## config.mk

```make
export PLATFORM = sky130hd
export DESIGN_NAME = btn_debounce_in
export DESIGN_NICKNAME = d
export VERILOG_FILES = /design/src/rtl/btn_debounce_in.sv
export SDC_FILE = /design/constraint.sdc
export NUM_CORES = 1
export LEC_CHECK = 0
export CAP_MARGIN = 0
export CORE_MARGIN = 5
export CORE_UTILIZATION = 63
export CTS_CLUSTER_DIAMETER = 120
export DETAILED_ROUTE_END_ITERATION = 10
export PLACE_DENSITY_LB_ADDON = 0.2
export SYNTH_ARGS = -nofsm -noshare
export SYNTH_HDL_FRONTEND = slang
export SYNTH_SLANG_ARGS = --single-unit
```

## constraint.sdc

```tcl
create_clock -name clk_100_i -period 3.9 [get_ports clk_100_i]
set_input_delay 0.39 -clock clk_100_i [delete_from_list [all_inputs] [get_ports clk_100_i]]
set_output_delay 0.39 -clock clk_100_i [all_outputs]
set_load 0.1 [all_outputs]
```

## src/rtl/btn_debounce_in.sv

```systemverilog
// btn_debounce_in: board push-buttons into the 100 MHz domain -- 2-flop sync, debounce FSM, press/release pulses, press counters.
// Long-press detection is compiled in only with `define BTN_LONG_PRESS_EN; otherwise btn_long_o is tied to 0.
module btn_debounce_in #(
    parameter int N_BTN           = 4,
    parameter int DEBOUNCE_CYCLES = 1000000,
    parameter int CNT_W           = 8,
    parameter int LONG_CYCLES     = 100000000
) (
    input  logic                   clk_100_i,
    input  logic                   rst_n_i,
    input  logic [N_BTN-1:0]       btn_i,
    input  logic                   clr_cnt_i,
    output logic [N_BTN-1:0]       btn_level_o,
    output logic [N_BTN-1:0]       btn_press_o,
    output logic [N_BTN-1:0]       btn_release_o,
    output logic [N_BTN*CNT_W-1:0] press_cnt_o,
    output logic [N_BTN-1:0]       btn_long_o
);
    localparam int DB_W = $clog2(DEBOUNCE_CYCLES + 1);
    localparam logic [DB_W-1:0] DB_MAX = DB_W'(DEBOUNCE_CYCLES);
    localparam logic [1:0] STABLE_LO = 2'd0;
    localparam logic [1:0] WAIT_HI   = 2'd1;
    localparam logic [1:0] STABLE_HI = 2'd2;
    localparam logic [1:0] WAIT_LO   = 2'd3;

    if (DEBOUNCE_CYCLES < 1 || DEBOUNCE_CYCLES > 32'hFF_FFFF || LONG_CYCLES < 1) begin : g_bad_cfg
        $error("btn_debounce_in: parameter out of range");
    end

    logic [N_BTN-1:0] meta, sync;

    always_ff @(posedge clk_100_i or negedge rst_n_i)
        if (!rst_n_i) begin
            meta <= '0;
            sync <= '0;
        end else begin
            meta <= btn_i;
            sync <= meta;
        end

    genvar k;
    for (k = 0; k < N_BTN; k++) begin : g_ch
        logic [1:0]       state, state_nx;
        logic [DB_W-1:0]  cnt, cnt_nx;
        logic [CNT_W-1:0] pcnt;
        logic             done, rise, fall, press, rel;

        assign done = cnt == DB_MAX;
        assign rise = state == WAIT_HI && sync[k] && done;
        assign fall = state == WAIT_LO && !sync[k] && done;

        always_comb begin
            state_nx = state;
            cnt_nx   = cnt;
            case (state)
                STABLE_LO:
                    if (sync[k]) begin
                        state_nx = WAIT_HI;
                        cnt_nx   = DB_W'(1);
                    end
                WAIT_HI:
                    if (!sync[k]) begin
                        state_nx = STABLE_LO;
                        cnt_nx   = '0;
                    end else if (done) begin
                        state_nx = STABLE_HI;
                        cnt_nx   = '0;
                    end else
                        cnt_nx = cnt + 1'b1;
                STABLE_HI:
                    if (!sync[k]) begin
                        state_nx = WAIT_LO;
                        cnt_nx   = DB_W'(1);
                    end
                WAIT_LO:
                    if (sync[k]) begin
                        state_nx = STABLE_HI;
                        cnt_nx   = '0;
                    end else if (done) begin
                        state_nx = STABLE_LO;
                        cnt_nx   = '0;
                    end else
                        cnt_nx = cnt + 1'b1;
            endcase
        end

        // The counter follows the registered pulse, so a clear sampled during the pulse cycle overrides it.
        always_ff @(posedge clk_100_i or negedge rst_n_i)
            if (!rst_n_i) begin
                state <= STABLE_LO;
                cnt   <= '0;
                press <= 1'b0;
                rel   <= 1'b0;
                pcnt  <= '0;
            end else begin
                state <= state_nx;
                cnt   <= cnt_nx;
                press <= rise;
                rel   <= fall;
                pcnt  <= clr_cnt_i ? '0 : pcnt + CNT_W'(press);
            end

        // STABLE_HI and WAIT_LO are exactly the states where the accepted level is high.
        assign btn_level_o[k]                 = state[1];
        assign btn_press_o[k]                 = press;
        assign btn_release_o[k]               = rel;
        assign press_cnt_o[k*CNT_W +: CNT_W]  = pcnt;

`ifdef BTN_LONG_PRESS_EN
        localparam int HOLD_W = $clog2(LONG_CYCLES + 1);
        localparam logic [HOLD_W-1:0] HOLD_MAX = HOLD_W'(LONG_CYCLES);
        logic [HOLD_W-1:0] hold;
        logic              long_p;

        // Hold time freezes at HOLD_MAX so a single press yields a single pulse; a release edge suppresses it.
        always_ff @(posedge clk_100_i or negedge rst_n_i)
            if (!rst_n_i) begin
                hold   <= '0;
                long_p <= 1'b0;
            end else begin
                hold   <= (rise || fall) ? '0 : (state[1] && hold != HOLD_MAX) ? hold + 1'b1 : hold;
                long_p <= !fall && state[1] && hold == HOLD_MAX - 1'b1;
            end

        assign btn_long_o[k] = long_p;
`else
        assign btn_long_o[k] = 1'b0;
`endif
    end
endmodule

```

# Word-level counts from Yosys, hierarchy flattened
# Cells that the tools add are included.
[totals] reg_bits=136 latch_bits=0 mem_bits_rw=0 mem_bits_ro=0 output_inout_bits=48 elab_cells=150 n_memories=0
[op_classes] addsub=8 multipliers=0 div=0 magnitude_cmp=0 eq_ne=32 shifts=0 n_mux=56 bitwise_logic=0 reduce_logical=32
[ops] op="20-bit two-way mux" n=20
[ops] op="20-bit one-hot mux with 4 select lines" n=4
[ops] op="20-bit by 1-bit adder with 20-bit output (second input constant)" n=4
[ops] op="20-bit equality test (second input constant)" n=4
[ops] op="2-bit two-way mux" n=24
[ops] op="8-bit by 1-bit adder with 8-bit output" n=4
[ops] op="8-bit two-way mux" n=4
[ops] op="2-bit one-hot mux with 4 select lines" n=4
[ops] op="3-bit inequality test (second input constant)" n=8
[ops] op="2-bit equality test (second input constant)" n=8
[ops] op="1-bit logical AND" n=16
[ops] op="2-bit inequality test (second input constant)" n=8
[ops] op="4-bit AND reduction" n=4
[ops] op="2-bit by 1-bit equality test with 1-bit output (second input constant)" n=4
[ops] op="2-bit zero test" n=4
[ops] op="2-bit AND reduction" n=4
[ops] op="1-bit zero test" n=4

# Depth between registers and ports, before layout
[depth] depth_word=4 ltp_mapped=8

# Worst setup path after synthesis
# No wires, ideal clock.
[synth_timing] path_type="register to register" from="register g_ch[2].cnt[0]" to="register g_ch[2].cnt[12]" arrival_ps=1728 path_slack_ps=2034 stages_incl_launch_ff=9 n_path_buf=1 period_less_slack_ps=1866 cell_sequence="dfrtp_1 inv_1 ha_1 or4bb_1 nor3_2 a21oi_2 buf_2 a41oi_1 a31oi_1"
[synth_between] elab_chain_len=4
[synth_lines] element="from (decl)" line="44" rtl="logic [DB_W-1:0] cnt, cnt_nx;"
[synth_lines] element="from (signal assigned)" line="97" rtl="cnt <= cnt_nx;"
[synth_lines] element="20-bit by 1-bit adder with 20-bit output or 20-bit equality test (tied branches)" line="69, 83, 48"
[synth_lines] element="20-bit two-way mux *" line="65, 79"
[synth_lines] element="20-bit two-way mux, on equally long branches" line="76, 62"
[synth_lines] element="20-bit one-hot mux with 4 select lines *" line="55" rtl="case (state)"
# Every way passes the cells marked *; elsewhere a longest branch is shown, timed or not.
# A chain may end at the register's enable or synchronous reset.

==> reports/metrics.cfg <==
[worst_hold_path]
whs_path_depth = 1
hold_path_end = meta[3]
worst_hold_path_type = in2reg
min-delay-start = btn_i[3]

[critical_path]
cp_top_family = buffers and inverters
crit_path_end_kind = output port
crit_fanout = 5
cp_cell_sequence = clkdlybuf4s50_1
rrSetupSlack_ns = 1.69
ff2ff_path_depth = 8
critPathBufInv = 1
r2r-start = g_ch[2].cnt[1]
critical_path.slowest_cell = clkdlybuf4s50_1
worst_setup_path_start_kind = flop
critical_path_class = reg2out
cp_slowest_stage_delay_ns = 1.18
timing.rr.end = g_ch[2].cnt[10]
arrival_ns = 2.14
crit_required_ns = 3.51

[layout]
final_layout_size_suffix_gt1_frac = 0.08069
fin_area_mm2 = 0.008082
final_cell_mix = dfrtp_1 (136), nand3_1 (70), nand2_1 (60)
final_common_cell = dfrtp_1
fin_util = 0.7455
antennaDiodeCount = 0
layoutNonFillerInstCount = 896
num-fill-cells = 724
final_nets = 767
syn2layout_area_growth_pct = 15.55

[timing]
setup_slack_ns = 1.366
min_period_ns = 2.534
skew_ns = 0.007173
worst-slew-pin-transition_ns = 1.087
relSlewSlack = 0.2730
slew_violations = 0
hold_violations = 0
period_share = 0.6498
setup_violations = 0
fmax_mhz = 394.6
hold_slack_ns = 0.2995
rsz0062_at_grt = false
finalSetupTns_ns = 0

[die]
dieArea_mm2 = 0.01331
io_pins = 55
core.rowCount = 38
coreArea_mm2 = 0.01084
die_width_um = 115.4
start_util = 0.6452
die_y_um = 115.4

[synthesis]
synth_flop_cell = dfrtp_1
synth_edf_count = 0
synth.largest_area_cell = dfrtp_1
synth_area_leaders = dfrtp_1 (49%), nand3_1 (5.0%), a31oi_1 (4.3%), nand2_1 (3.2%), a21oi_1 (3.0%)
syn_area_mm2 = 0.006994
yosysSeqAreaShare = 0.4866
synth_warnings = 0
postSynthAreaPerCell_um2 = 9.823
async_flop_share = 1.000
syn_inst = 712
synth.top_cell.area_share = 0.4866
synth_cell_types = 62
synth.ff_latch_count = 136

[clocking]
htree_levels = 4
cts_buffers = 17
clockRootBuffer = clkbuf_8
clk_pin_slew_worst_paths_ns = 0.06
post_cts_buffers = 0
cts_resized = 0
cts_tree = built
clkLatencyLatePin_ns = 0.53
clock-sinks = 136
ctsLongestPathBuffers = 2

[pwr]
seqPwrFrac = 0.424
power_mw = 3.730
leakagePower_nw = 3.585
internal_power_mw = 2.723
p_sw_mw = 1.008
pwr-share-clk = 0.446
switching_share = 0.2702
ir_drop_v = 0.0004658
power.density_mw_per_mm2 = 461.6
pwr-share-comb = 0.130

[global_route]
grt_pass1_wl_um = 25280
grt_overflow_total = 0
grt_pass1_vias = 5376
track_usage = 0.2370
antenna_found_initial = 0
grt_max_degree = 64

[detailed_routing]
num_vias = 5612
ant_nets = 0
drc_errors = 0
wl_per_cell_um = 16.66
drtIter0Drc = 671
wl_um = 14920
vias_per_cell = 6.263
drt_pre_antenna_iters = 7

[placement]
place.detailed.hpwl_um = 9797
placed_cell_area_mm2 = 0.007448
dpl.cell_count = 864
port_buffers = 50
gp_congestion = 0.8380
place_ws_ns = 1.690

[status]
outcome = finished clean

[run]
drv_cap = 0

## logic make-up after synthesis
logic type | synth area share
other | 0.0005362
adder cells (fa/ha/maj) | 0.02862
flip-flops | 0.4866
multiplexers | 0.01699
AND/OR/NAND/NOR | 0.2363
AO/OA/AOI/OAI | 0.1483
buffers and inverters | 0.04633
XOR/XNOR | 0.03632
## worst max-delay path by stage
| stage | endpoint | slack [ns] | depth (start not counted) |
|---|---|---|---|
| after floorplan | g_ch[2].cnt[12] | 2.03 | 8 |
| after global placement | g_ch[2].cnt[3] | 1.81 | 8 |
| after detailed placement | g_ch[2].cnt[7] | 1.69 | 8 |
| final | btn_level_o[2] | 1.37 | 1 |
| after global routing | press_cnt_o[18] | 1.29 | 1 |
| after CTS | btn_level_o[2] | 1.34 | 1 |
## flip-flops by register name (all words and copies together), names as in the netlist, named ones only
signal and cells:
g_ch.cnt 80, meta 4, sync 4, g_ch.pcnt 32
g_ch.press 4, g_ch.state 4, g_ch.rel 4
## worst register-to-register path: stages (launching register included)
cell and delay (ns):
dfrtp_1 0.41, inv_1 0.09, ha_1 0.14, or4bb_1 0.41
nor3_2 0.24, a21oi_2 0.23, buf_4 0.27, a41oi_1 0.24
a31oi_1 0.06
## synth_stat cells (all sizes together), types with 10 or more instances
cell type and instances:
a22o 10, and3 22, buf 31, nand4 11, a21oi 45, clkbuf 15, ha 16, a31oi 48
inv 14, xor2 20, o21ai 18, nand3 70, nand2b 14, a41oi 13, nand2 60, nor2 56
dfrtp 136, nor3 10
## layout make-up
type	count	area (µm²)	area share
Clock buffer	24	510.5	0.06317
Clock inverter	7	112.6	0.01393
Inverter	14	52.55	0.006503
Multi-Input combinational cell	519	3278	0.4056
Sequential cell	136	3403	0.4211
Tap cell	140	175.2	0.02168
Timing Repair Buffer	56	549.3	0.06797
## layer usage
layer	global-route usage	up-vias	wire (µm)
met2	0.3962	162	7584
met5	0	-	0
met1	0.2993	2772	6363
li1	-	2651	-
met4	0.08294	0	256
met3	0.06263	27	720
## timing repair
item | 4_1_cts | 5_1_grt
setup endpoints to repair | 0 | 0
endpoints found under the hold margin | 61 | 0
hold buffers | 1 | 0
## power by group through the flow
stage	clock network (mW)	logic, mW	registers, mW
3_3_place_gp	0	0.459	1.60
5_1_grt	1.77	0.535	1.60
6_report	1.66	0.483	1.58
2_1_floorplan	0	0.400	1.57
3_5_place_dp	0	0.475	1.60
4_1_cts	1.69	0.483	1.58
Power figures use the tool's default switching activity.
